<file path="config.mk">
export PLATFORM = sky130hd
export DESIGN_NAME = roi_shr_harness_flat
export DESIGN_NICKNAME = d
export VERILOG_FILES = /design/src/rtl/roi_shr_harness_pkg.sv /design/src/rtl/roi_shr_harness_if.sv /design/src/rtl/roi_shr_harness_shr_chain.sv /design/src/rtl/roi_shr_harness.sv /design/src/flat_wrapper.sv
export SDC_FILE = /design/constraint.sdc
export NUM_CORES = 1
export LEC_CHECK = 0
export ABC_AREA = 0
export BUFFER_PORTS_ARGS = -buffer_cell sky130_fd_sc_hd__buf_2
export CELL_PAD_IN_SITES_DETAIL_PLACEMENT = 0
export CELL_PAD_IN_SITES_GLOBAL_PLACEMENT = 1
export CORE_MARGIN = 3
export CORE_UTILIZATION = 43
export DETAILED_ROUTE_END_ITERATION = 7
export GPL_TIMING_DRIVEN = 1
export PLACE_DENSITY = 0.84
export SYNTH_ARGS = -nofsm -noshare
export SYNTH_HDL_FRONTEND = slang
export SYNTH_SLANG_ARGS = --single-unit
</file>
<file path="constraint.sdc">
create_clock -name clk -period 2.3 [get_ports clk]
set_clock_uncertainty 0.15 [all_clocks]
set_input_delay 0.46 -clock clk [delete_from_list [all_inputs] [get_ports clk]]
set_output_delay 0.46 -clock clk [all_outputs]
set_load 0.02 [all_outputs]
</file>
<file path="src/rtl/roi_shr_harness_pkg.sv">
// Shared constants and elaboration-time helpers for the ROI shift-register harness.
package roi_shr_pkg;

    // Strobe-mode selectors for the harness AUTO_STB parameter.
    localparam bit STB_EXT  = 1'b0;
    localparam bit STB_AUTO = 1'b1;

    // Ceiling log2, valid for v >= 1; clog2(1) = 0.
    function automatic int unsigned clog2(input int unsigned v);
        int unsigned r;
        r = 0;
        for (int i = 0; i < 32; i++) begin
            if ((64'(1) << i) < 64'(v)) begin
                r = 32'(i + 1);
            end
        end
        return r;
    endfunction

    function automatic int unsigned max(input int unsigned a, input int unsigned b);
        return (a > b) ? a : b;
    endfunction

    // Frame length: enough cycles to fill the longer of the two chains.
    function automatic int unsigned frame(input int unsigned din_n, input int unsigned dout_n);
        return max(din_n, dout_n);
    endfunction

endpackage

</file>
<file path="src/rtl/roi_shr_harness_if.sv">
// Pin-side and ROI-side signal bundle for roi_shr_harness.
//   i_stb        load strobe
//   i_di         serial data in
//   i_dout       parallel word from the ROI (DOUT_N bits)
//   o_do         serial data out
//   o_din        parallel word to the ROI (max(DIN_N,1) bits, 0 when DIN_N = 0)
//   o_ld         one-cycle pulse after each load
//   o_frame_full at least DIN_N bits shifted in since the last load
interface roi_shr_harness_if #(
    parameter int unsigned DIN_N  = 8,
    parameter int unsigned DOUT_N = 8
);
    localparam int unsigned DIN_W = roi_shr_pkg::max(DIN_N, 1);

    logic              i_stb;
    logic              i_di;
    logic [DOUT_N-1:0] i_dout;
    logic              o_do;
    logic [DIN_W-1:0]  o_din;
    logic              o_ld;
    logic              o_frame_full;

    modport master (
        output i_stb, i_di, i_dout,
        input  o_do, o_din, o_ld, o_frame_full
    );

    modport slave (
        input  i_stb, i_di, i_dout,
        output o_do, o_din, o_ld, o_frame_full
    );

endinterface

</file>
<file path="src/rtl/roi_shr_harness_shr_chain.sv">
// Shift register: serial in at bit 0, parallel load, MSB serial out.
//   clk, rst  clock and synchronous active-high reset
//   i_load    parallel load (overrides the shift)
//   i_ser     serial input
//   i_par     parallel load value
//   o_msb     serial output (MSB)
//   o_par     current register contents
module shr_chain #(
    parameter int unsigned W = 8
) (
    input  logic         clk,
    input  logic         rst,
    input  logic         i_load,
    input  logic         i_ser,
    input  logic [W-1:0] i_par,
    output logic         o_msb,
    output logic [W-1:0] o_par
);

    logic [W-1:0] r_shr;
    logic [W-1:0] w_shifted;

    // A one-bit chain has no upper bits to carry along.
    if (W == 1) begin : g_single
        assign w_shifted = i_ser;
    end else begin : g_multi
        assign w_shifted = {r_shr[W-2:0], i_ser};
    end

    always_ff @(posedge clk) begin
        if (rst) begin
            r_shr <= '0;
        end else if (i_load) begin
            r_shr <= i_par;
        end else begin
            r_shr <= w_shifted;
        end
    end

    assign o_msb = r_shr[W-1];
    assign o_par = r_shr;

endmodule

</file>
<file path="src/rtl/roi_shr_harness.sv">
// Serial-in/serial-out harness around a timing ROI: an input chain feeds the
// ROI's parallel din, an output chain captures its dout and shifts it out.
//   clk   sole clock, rising edge
//   rst   synchronous active-high reset
//   bus   roi_shr_harness_if.slave (stb, di, do, din, dout, ld, frame_full)
// Parameters: DIN_N (0 = no input chain), DOUT_N (>= 1), AUTO_STB (self-strobe
// every FRAME cycles when STB_AUTO).
module roi_shr_harness
    import roi_shr_pkg::*;
#(
    parameter int unsigned DIN_N    = 8,
    parameter int unsigned DOUT_N   = 8,
    parameter bit          AUTO_STB = STB_EXT
) (
    input  logic                clk,
    input  logic                rst,
    roi_shr_harness_if.slave    bus
);

    localparam int unsigned FRAME = frame(DIN_N, DOUT_N);
    localparam int unsigned CNT_W = clog2(FRAME + 1);

    logic [CNT_W-1:0]  r_bcnt;
    logic [CNT_W-1:0]  w_bcnt_nxt;
    logic              r_ld;
    logic              r_frame_full;
    logic              w_full_nxt;
    logic              w_auto_fire;
    logic              w_load;
    logic              w_chain_in;
    logic [DOUT_N-1:0] w_unused_dout_par;

    // Self-strobe on the last cycle of a frame; OR with stb so a coincident stb is one load.
    assign w_auto_fire = (AUTO_STB == STB_AUTO) && (r_bcnt == CNT_W'(FRAME - 1));
    assign w_load      = bus.i_stb | w_auto_fire;

    // Cycles since the last load, saturating at FRAME.
    always_comb begin
        w_bcnt_nxt = r_bcnt;
        if (w_load) begin
            w_bcnt_nxt = '0;
        end else if (r_bcnt != CNT_W'(FRAME)) begin
            w_bcnt_nxt = r_bcnt + CNT_W'(1);
        end
    end

    if (DIN_N == 0) begin : g_no_din
        // No input chain: di feeds the output chain directly.
        assign w_chain_in   = bus.i_di;
        assign bus.o_din    = '0;
        assign w_full_nxt   = 1'b1;
    end else begin : g_din
        logic [DIN_N-1:0] w_din_shr;
        logic [DIN_N-1:0] r_din;

        // Input chain never loads; it shifts every cycle, including load cycles.
        shr_chain #(.W(DIN_N)) u_din_chain (
            .clk    (clk),
            .rst    (rst),
            .i_load (1'b0),
            .i_ser  (bus.i_di),
            .i_par  ({DIN_N{1'b0}}),
            .o_msb  (w_chain_in),
            .o_par  (w_din_shr)
        );

        always_ff @(posedge clk) begin
            if (rst) begin
                r_din <= '0;
            end else if (w_load) begin
                r_din <= w_din_shr;
            end
        end

        assign bus.o_din  = r_din;
        assign w_full_nxt = (w_bcnt_nxt >= CNT_W'(DIN_N));
    end

    // Output chain captures the ROI result on a load, otherwise shifts toward do.
    shr_chain #(.W(DOUT_N)) u_dout_chain (
        .clk    (clk),
        .rst    (rst),
        .i_load (w_load),
        .i_ser  (w_chain_in),
        .i_par  (bus.i_dout),
        .o_msb  (bus.o_do),
        .o_par  (w_unused_dout_par)
    );

    // Frame counter and status flags.
    always_ff @(posedge clk) begin
        if (rst) begin
            r_bcnt       <= '0;
            r_ld         <= 1'b0;
            r_frame_full <= 1'(DIN_N == 0);
        end else begin
            r_bcnt       <= w_bcnt_nxt;
            r_ld         <= w_load;
            r_frame_full <= w_full_nxt;
        end
    end

    assign bus.o_ld         = r_ld;
    assign bus.o_frame_full = r_frame_full;

endmodule

</file>
<file path="src/flat_wrapper.sv">
// flat-port wrapper written by rule: the top's interface ports become plain ports
module roi_shr_harness_flat import roi_shr_pkg::*;
#(
    parameter int unsigned DIN_N    = 8,
    parameter int unsigned DOUT_N   = 8,
    parameter bit          AUTO_STB = STB_EXT
)
  (clk, rst, bus_i_stb, bus_i_di, bus_i_dout, bus_o_do, bus_o_din, bus_o_ld, bus_o_frame_full);
  roi_shr_harness_if #(.DIN_N(DIN_N), .DOUT_N(DOUT_N)) bus_i ();
  input  logic clk;
  input  logic rst;
  input wire logic [$bits(bus_i.i_stb)-1:0] bus_i_stb;
  input wire logic [$bits(bus_i.i_di)-1:0] bus_i_di;
  input wire logic [$bits(bus_i.i_dout)-1:0] bus_i_dout;
  output wire logic [$bits(bus_i.o_do)-1:0] bus_o_do;
  output wire logic [$bits(bus_i.o_din)-1:0] bus_o_din;
  output wire logic [$bits(bus_i.o_ld)-1:0] bus_o_ld;
  output wire logic [$bits(bus_i.o_frame_full)-1:0] bus_o_frame_full;
  assign bus_i.i_stb = bus_i_stb;
  assign bus_i.i_di = bus_i_di;
  assign bus_i.i_dout = bus_i_dout;
  assign bus_o_do = bus_i.o_do;
  assign bus_o_din = bus_i.o_din;
  assign bus_o_ld = bus_i.o_ld;
  assign bus_o_frame_full = bus_i.o_frame_full;
  roi_shr_harness #(.DIN_N(DIN_N), .DOUT_N(DOUT_N), .AUTO_STB(AUTO_STB)) u_core (.clk(clk), .rst(rst), .bus(bus_i));
endmodule
</file>
# Word-level counts from Yosys, hierarchy flattened
# Index checks and enable logic that the tools add are counted.
# W data, S select, Z words.
# classes
addsub,1
n_lt_le_gt_ge,1
n_eq_ne,1
n_mux,3
# ops
cell,n
$mux W4,2
$mux W8,1
$add A4 B1 Y4 const B,1
$ge A4 B4 Y1 const B,1
$ne A4 B4 Y1 const B,1
# totals
regBits,30
input_bits,12
out_inout_bits,11

# Logic depth before layout (Yosys ltp)
# Gate-level depths: netlist (run 1).
# logic_depth
ltp_word,4
depth_mapped,5
mapped_depth_nobuf,5

# Modules after synthesis
# From an unflattened synthesis (run 1), not the netlist that was laid out.
# hier_totals
cells_unflattened,104
area_unflattened_um2,1127.3
# by_module_without_submodules
mod,instances,cells_per_inst,area_per_inst_um2,seq_area_each_um2
shr_chain,2,27,292.8,160.2
roi_shr_harness,1,50,541.8,280.3

# Worst setup path before layout (run 1)
# OpenSTA, ideal clock, no wires.
# synth_timing
kind,input -> register
start,in bus_i_stb
end,"reg u_core.u_dout_chain.r_shr[7], in the netlist u_core.u_dout_chain.o_par[7]"
setup_time_ns,0.128
arrival_time_ns,0.902
required_ns,2.022
slack_ns,1.121
stages,4
n_path_buf,2
path_cell_list,buf_6 buf_12 mux2i_1 nor2_1
# synth_between
elab_chain_len,1
# synth_rtl
element,line_no,source
from (decl),flat_wrapper.sv:12,input wire logic [$bits(bus_i.i_stb)-1:0] bus_i_stb;
$mux W8,roi_shr_harness_shr_chain.sv:33,end else if (i_load) begin
to (signal assigned),roi_shr_harness_shr_chain.sv:34,r_shr <= i_par;
to (signal assigned),roi_shr_harness_shr_chain.sv:36,r_shr <= w_shifted;
to (decl),roi_shr_harness_shr_chain.sv:20,logic [W-1:0] r_shr;
# Every way passes these cells.
# A chain may end at the register's enable or synchronous reset.

# Worst setup path after layout (run 1)
# layout_timing
start,"reg u_core.g_din.r_din[5], in the netlist u_core.bus.o_din[5]"
end,out bus_o_din[5]
# layout_rtl
element,line_no,source
from (decl),roi_shr_harness.sv:54,logic [DIN_N-1:0] r_din;
from (signal assigned),roi_shr_harness.sv:71,r_din <= w_din_shr;
to (decl),flat_wrapper.sv:16,output wire logic [$bits(bus_i.o_din)-1:0] bus_o_din;
# No word-level cell between the ends.

==> results of run 1 <==
[layout make-up]
type | instances | area [µm²] | share of cell area (%)
multi-input combinational | 54 | 374.1 | 31.84
clock buffer | 5 | 37.54 | 3.195
clock inverter | 2 | 10.01 | 0.8520
tap | 28 | 35.03 | 2.982
sequential | 30 | 600.6 | 51.12
timing repair buffer | 22 | 110.1 | 9.372
inverter | 2 | 7.507 | 0.6390
[report_power, final]
group	leakage, nW	switching (W)	total, W	internal [W]
clock network	0.0308	0.000167	0.000277	0.000110
registers	0.245	0.00000582	0.000540	0.000534
logic	0.276	0.0000309	0.0000565	0.0000256
total	0.551	0.000204	0.000873	0.000669
[metal layers]
metal | vias up | global-route usage, %
met2 | 18 | 19.09
li1 | 339 | -
met3 | 2 | 7.009
met5 | - | 0
met1 | 297 | 11.39
met4 | 0 | 6.250
[per-stage QoR]
stage,util [%],instances,setup slack (ps),hold WS (ps),instance area (µm²)
3_5_place_dp,50.00,136,773.0,305.4,1127
2_1_floorplan,-,92,1121,286.5,1041
6_report,52.11,143,850.1,199.2,1175
3_3_place_gp,50.00,136,779.7,290.9,1127
4_1_cts,52.11,143,828.2,182.2,1175
5_1_grt,52.11,143,787.9,210.3,1175
[worst max-delay path by stage]
stage,from,to,slack [ps],cells after the start
global route,u_core.bus.o_din[5],bus_o_din[5],790,1
global placement,bus_i_stb,u_core.u_dout_chain.o_par[3],780,3
floorplan,bus_i_stb,u_core.u_dout_chain.o_par[7],1120,4
finish,u_core.bus.o_din[5],bus_o_din[5],850,1
detailed placement,bus_i_stb,u_core.u_dout_chain.o_par[7],770,3
CTS,u_core.bus.o_din[5],bus_o_din[5],830,1
[cells in the mapped netlist (all sizes together)]
master,instances,area [µm²]
mux2i,17,170.2
clkbuf,2,7.510
nor3,4,20.02
buf,4,51.29
xor2,1,8.760
nor2,16,60.06
nand3b,1,7.510
dfxtp,30,600.6
a21oi,1,5.000
inv,2,7.510
nor3b,1,7.510
nor2b,9,56.30
nand3,1,5.000
ha,2,25.02
xnor2,1,8.760
[registers in the layout, indices dropped and copies added, names as in the netlist]
name,count
u_core.bus.o_din,8
u_core.bus.o_frame_full,1
u_core.bus.o_ld,1
u_core.g_din.u_din_chain.o_par,8
u_core.r_bcnt,4
u_core.u_dout_chain.o_par,8
[kinds of logic (layout without fill, tap and decap cells)]
logic type      Yosys count  in the layout  synth area share, %
buf+inv                   8             31                6.370
simple gates             32             32                15.02
mux                      17             17                16.35
fa+ha+maj                 2              2                2.403
flops                    30             30                57.69
xor+xnor                  2              2                1.683
compound gates            1              1               0.4803
==> run_results.csv, run 1 <==
group,metric,value,unit
grt,grt_usage,11.66,%
die,die_area,0.003047,mm²
clock_network,cts-buffers-inserted,5,
clock_network,post_cts_buffers,0,
yosys,syn-cell-area,0.001041,mm²
detailed_routing,wl_met1,673,µm
grt,grt_overflow,0,
worst_setup_path,r2r_cells,5,
grt,grt_max_degree,31,
detailed_routing,drc,0,
finish,layout_commonest_cell,"dfxtp_1",
hold_path,holdPathEnd,"u_core.g_din.u_din_chain.o_par[0]",
timing,finalSetupTns,0,ps
power_and_ir_drop,power_leakage,0.5514,nW
die,core.rowCount,17,
clock_network,clock_sinks,30,
detailed_routing,via_per_inst,4.587,
die,core_area,0.002255,mm²
worst_setup_path,cp_num_buf_inv,1,
timing,slew_headroom,63.10,%
flow_run,maxCapViolCount,0,
yosys,yosysWarnings,0,
clock_network,root_buffer,"clkbuf_4",
detailed_routing,vias,656,
yosys,synth_seq_area_share,57.69,%
power_and_ir_drop,ir_drop,0.3928,mV
timing,report.final.hold_viol_count,0,
worst_setup_path,cp.arrival,840,ps
finish,syn_to_final_growth,12.86,%
clock_network,path_clk_slew,90,ps
power_and_ir_drop,p_per_area,742.9,mW/mm²
detailed_routing,drt_iter0_drc,11,
worst_setup_path,r2r-start,"u_core.r_bcnt[0]",
die,die-height,55.20,µm
die,die_x,55.20,µm
clock_network,h-tree-depth,2,
placement,port_buffers,22,
worst_setup_path,crit_type,"reg2out",
power_and_ir_drop,power,0.0008729,W
yosys,syn_inst,92,
grt,grt_pass1_vias,654,
clock_network,clk_latency,320,ps
detailed_routing,drt-total-wl,1.518,mm
timing,setup_viol_count_final,0,
detailed_routing,dr.pass1.iters,4,
worst_setup_path,max_stage_delay,350,ps
hold_path,worstHoldPathType,"in2reg",
worst_setup_path,path_delay_family,"flip-flops",
finish,fillCellCount,227,
worst_setup_path,crit_path_max_fanout,2,
detailed_routing,top_layer,"met4",
finish,drive_gt1_share,25.22,%
finish,antenna_cells,0,
yosys,avgSynthCellArea,11.32,µm²
hold_path,min_path_cells,2,
timing,slew_viol_final,0,
detailed_routing,wl_met2,707,µm
clock_network,tritoncts,"done",
clock_network,cts_hold_buf,0,
placement,routabilityCongestion,0.6696,
detailed_routing,routedWlPerCell,10.62,µm
timing,rsz0062_at_grt,"false",
worst_setup_path,worstSetupEndpointType,"output pin",
worst_setup_path,slowest_stage,"dfxtp_1",
timing,timing.final.crit_share,63.04,%
detailed_routing,route.met3.wl,121,µm
die,ios,23,
placement,dpl.hpwl,1.003,mm
clock_network,post_cts_resize_count,0,
worst_setup_path,cp.required,1690,ps
hold_path,hp-start,"bus_i_di",
yosys,synth_seq_cells,30,
detailed_routing,detail-route-antenna-nets,0,
die,start_util,46.17,%
grt,grt_pass1_wl,2.760,mm
timing,min_period,1450,ps
grt,antenna_found_initial,0,
timing,tightest_slew,553.4,ps
clock_network,clockBufferDepth,2,
yosys,syn_nets,106,
worst_setup_path,r2r_end,"u_core.r_bcnt[2]",
worst_setup_path,crit_chain,"buf_2",
worst_setup_path,ff2ff_setup_slack,1070,ps
finish,nets,129,
yosys,synth_cell_type_count,18,
timing,fmax,689.7,MHz
worst_setup_path,worstSetupStartpointType,"flop",
finish,final_cell_mix,"dfxtp_1, buf_2, mux2i_1, nor2_1, nor2b_1",
outcome,status,"complete, no violations",
Note: power is estimated with default switching activity, not from simulation.
==> run 2, diff against run 1 <==
CORE_UTILIZATION = 36   (was 43)
PLACE_DENSITY = 0.75   (was 0.84)
clock period = 1.3 ns   (was 2.3 ns; I/O delays follow)
==> run_results.csv, run 2 (same netlist as run 1, synthesis figures left out) <==
group,metric,value,unit
timing,min_period,1230,ps
power_and_ir_drop,clkPwrFrac,39.8,%
finish,antenna_cells,0,
power_and_ir_drop,seq_power_share,53.5,%
timing,report.final.hold_viol_count,0,
outcome,status,"complete, no violations",
clock_network,root_buffer,"clkbuf_4",
grt,grt_pass1_vias,639,
worst_setup_path,cp.arrival,820,ps
grt,grt_pass1_wl,2.691,mm
worst_setup_path,cp.required,890,ps
die,die_x,59.78,µm
die,die-height,59.78,µm
detailed_routing,route.met3.wl,128,µm
worst_setup_path,cp_num_buf_inv,1,
clock_network,clock_sinks,30,
clock_network,h-tree-depth,2,
finish,final_cell_mix,"dfxtp_1, buf_2, mux2i_1, nor2_1, nor2b_1",
clock_network,post_cts_buffers,0,
grt,grt_usage,10.61,%
worst_setup_path,worstSetupStartpointType,"flop",
grt,grt_max_degree,31,
detailed_routing,routedWlPerCell,10.70,µm
die,core.rowCount,18,
timing,timing.final.crit_share,94.63,%
flow_run,maxCapViolCount,0,
worst_setup_path,crit_path_max_fanout,2,
finish,nets,132,
worst_setup_path,worstSetupEndpointType,"output pin",
detailed_routing,drc,0,
detailed_routing,top_layer,"met4",
worst_setup_path,r2r_end,"u_core.r_bcnt[2]",
hold_path,worstHoldPathType,"in2reg",
detailed_routing,via_per_inst,4.530,
power_and_ir_drop,p_switching,0.0003811,W
detailed_routing,detail-route-antenna-nets,0,
finish,fillCellCount,254,
placement,port_buffers,22,
hold_path,hp-start,"bus_i_dout[7]",
finish,syn_to_final_growth,22.12,%
detailed_routing,vias,675,
power_and_ir_drop,power,0.001785,W
grt,grt_overflow,0,
worst_setup_path,ff2ff_setup_slack,120,ps
clock_network,tritoncts,"done",
clock_network,clk_latency,320,ps
worst_setup_path,path_delay_family,"flip-flops",
worst_setup_path,r2r_cells,5,
clock_network,cts-buffers-inserted,5,
power_and_ir_drop,internal_power,0.001404,W
hold_path,holdPathEnd,"u_core.u_dout_chain.o_par[7]",
timing,setup_viol_count_final,0,
timing,fmax,812.9,MHz
detailed_routing,drt_iter0_drc,7,
detailed_routing,wl_met1,745,µm
clock_network,path_clk_slew,90,ps
worst_setup_path,r2r-start,"u_core.r_bcnt[0]",
worst_setup_path,crit_type,"reg2out",
timing,finalSetupTns,0,ps
worst_setup_path,slowest_stage,"dfxtp_1",
worst_setup_path,crit_chain,"buf_2",
clock_network,clockBufferDepth,2,
finish,layout_commonest_cell,"dfxtp_1",
detailed_routing,wl_met2,700,µm
power_and_ir_drop,power_leakage,0.5901,nW
detailed_routing,drt-total-wl,1.594,mm
power_and_ir_drop,swShare,21.35,%
hold_path,min_path_cells,3,
detailed_routing,dr.pass1.iters,2,
timing,slew_viol_final,0,
timing,tightest_slew,133.7,ps
timing,slew_headroom,90.83,%
grt,antenna_found_initial,0,
timing,rsz0062_at_grt,"false",
worst_setup_path,max_stage_delay,340,ps
power_and_ir_drop,p_per_area,1404,mW/mm²
die,die_area,0.003573,mm²
die,core_area,0.002613,mm²
finish,drive_gt1_share,29.41,%
die,start_util,39.85,%
power_and_ir_drop,p_comb_share,6.7,%
placement,routabilityCongestion,0.6489,
power_and_ir_drop,ir_drop,0.8536,mV
die,ios,23,
-- run 2: worst max-delay path by stage --
stage                                   start               end  slack (ps)  cells after the start
after floorplan              u_core.r_bcnt[0]  u_core.r_bcnt[2]         160                      5
after global placement       u_core.r_bcnt[0]  u_core.r_bcnt[2]         150                      5
after detailed placement     u_core.r_bcnt[0]  u_core.r_bcnt[2]          80                      5
after CTS                 u_core.bus.o_din[5]      bus_o_din[5]          30                      1
after global routing      u_core.bus.o_din[7]      bus_o_din[7]           3                      1
final                     u_core.bus.o_din[6]      bus_o_din[6]          70                      1
-- run 2: what timing repair did --
item	in CTS	in global routing
gates resized for setup	0	6
endpoints found under the hold margin	1	0
setup endpoints to repair	0	4
hold buffers	1	0
-- run 2: per-stage QoR --
stage	setup WS [ps]	util, %	hold slack, ps	instances	area [µm²]
2_1_floorplan	164.9	-	238.2	92	1041
3_3_place_gp	151.8	44.78	297.1	140	1170
3_5_place_dp	75.86	44.78	299.4	140	1170
4_1_cts	32.42	48.13	7.885	149	1257
5_1_grt	2.873	48.66	10.76	149	1271
6_report	69.83	48.66	20.73	149	1271
-- run 2: layer usage --
metal  vias to the layer above  global-route usage [%]
met1                       304                   12.22
met2                        18                   15.59
li1                        351                       -
met3                         2                   6.479
met4                         0                   4.747
met5                         -                       0
-- run 2: power by group through the flow --
stage,Clock (W),Combinational [W],Sequential [W]
finish,0.000710,0.000119,0.000956
global route,0.000784,0.000133,0.000959
CTS,0.000738,0.000120,0.000955
detailed placement,0,0.000117,0.000976
global placement,0,0.000116,0.000976
floorplan,0,0.0000778,0.000983
-- run 2: layout make-up --
| cell class | instances | area, µm² | area share (%) |
|---|---|---|---|
| multi-input cells | 54 | 377.9 | 29.72 |
| repair buffers | 25 | 167.7 | 13.19 |
| flip-flops and latches | 30 | 603.1 | 47.44 |
| clock inverters | 3 | 40.04 | 3.150 |
| well taps | 30 | 37.54 | 2.953 |
| clock buffers | 5 | 37.54 | 2.953 |
| inverters | 2 | 7.507 | 0.5906 |
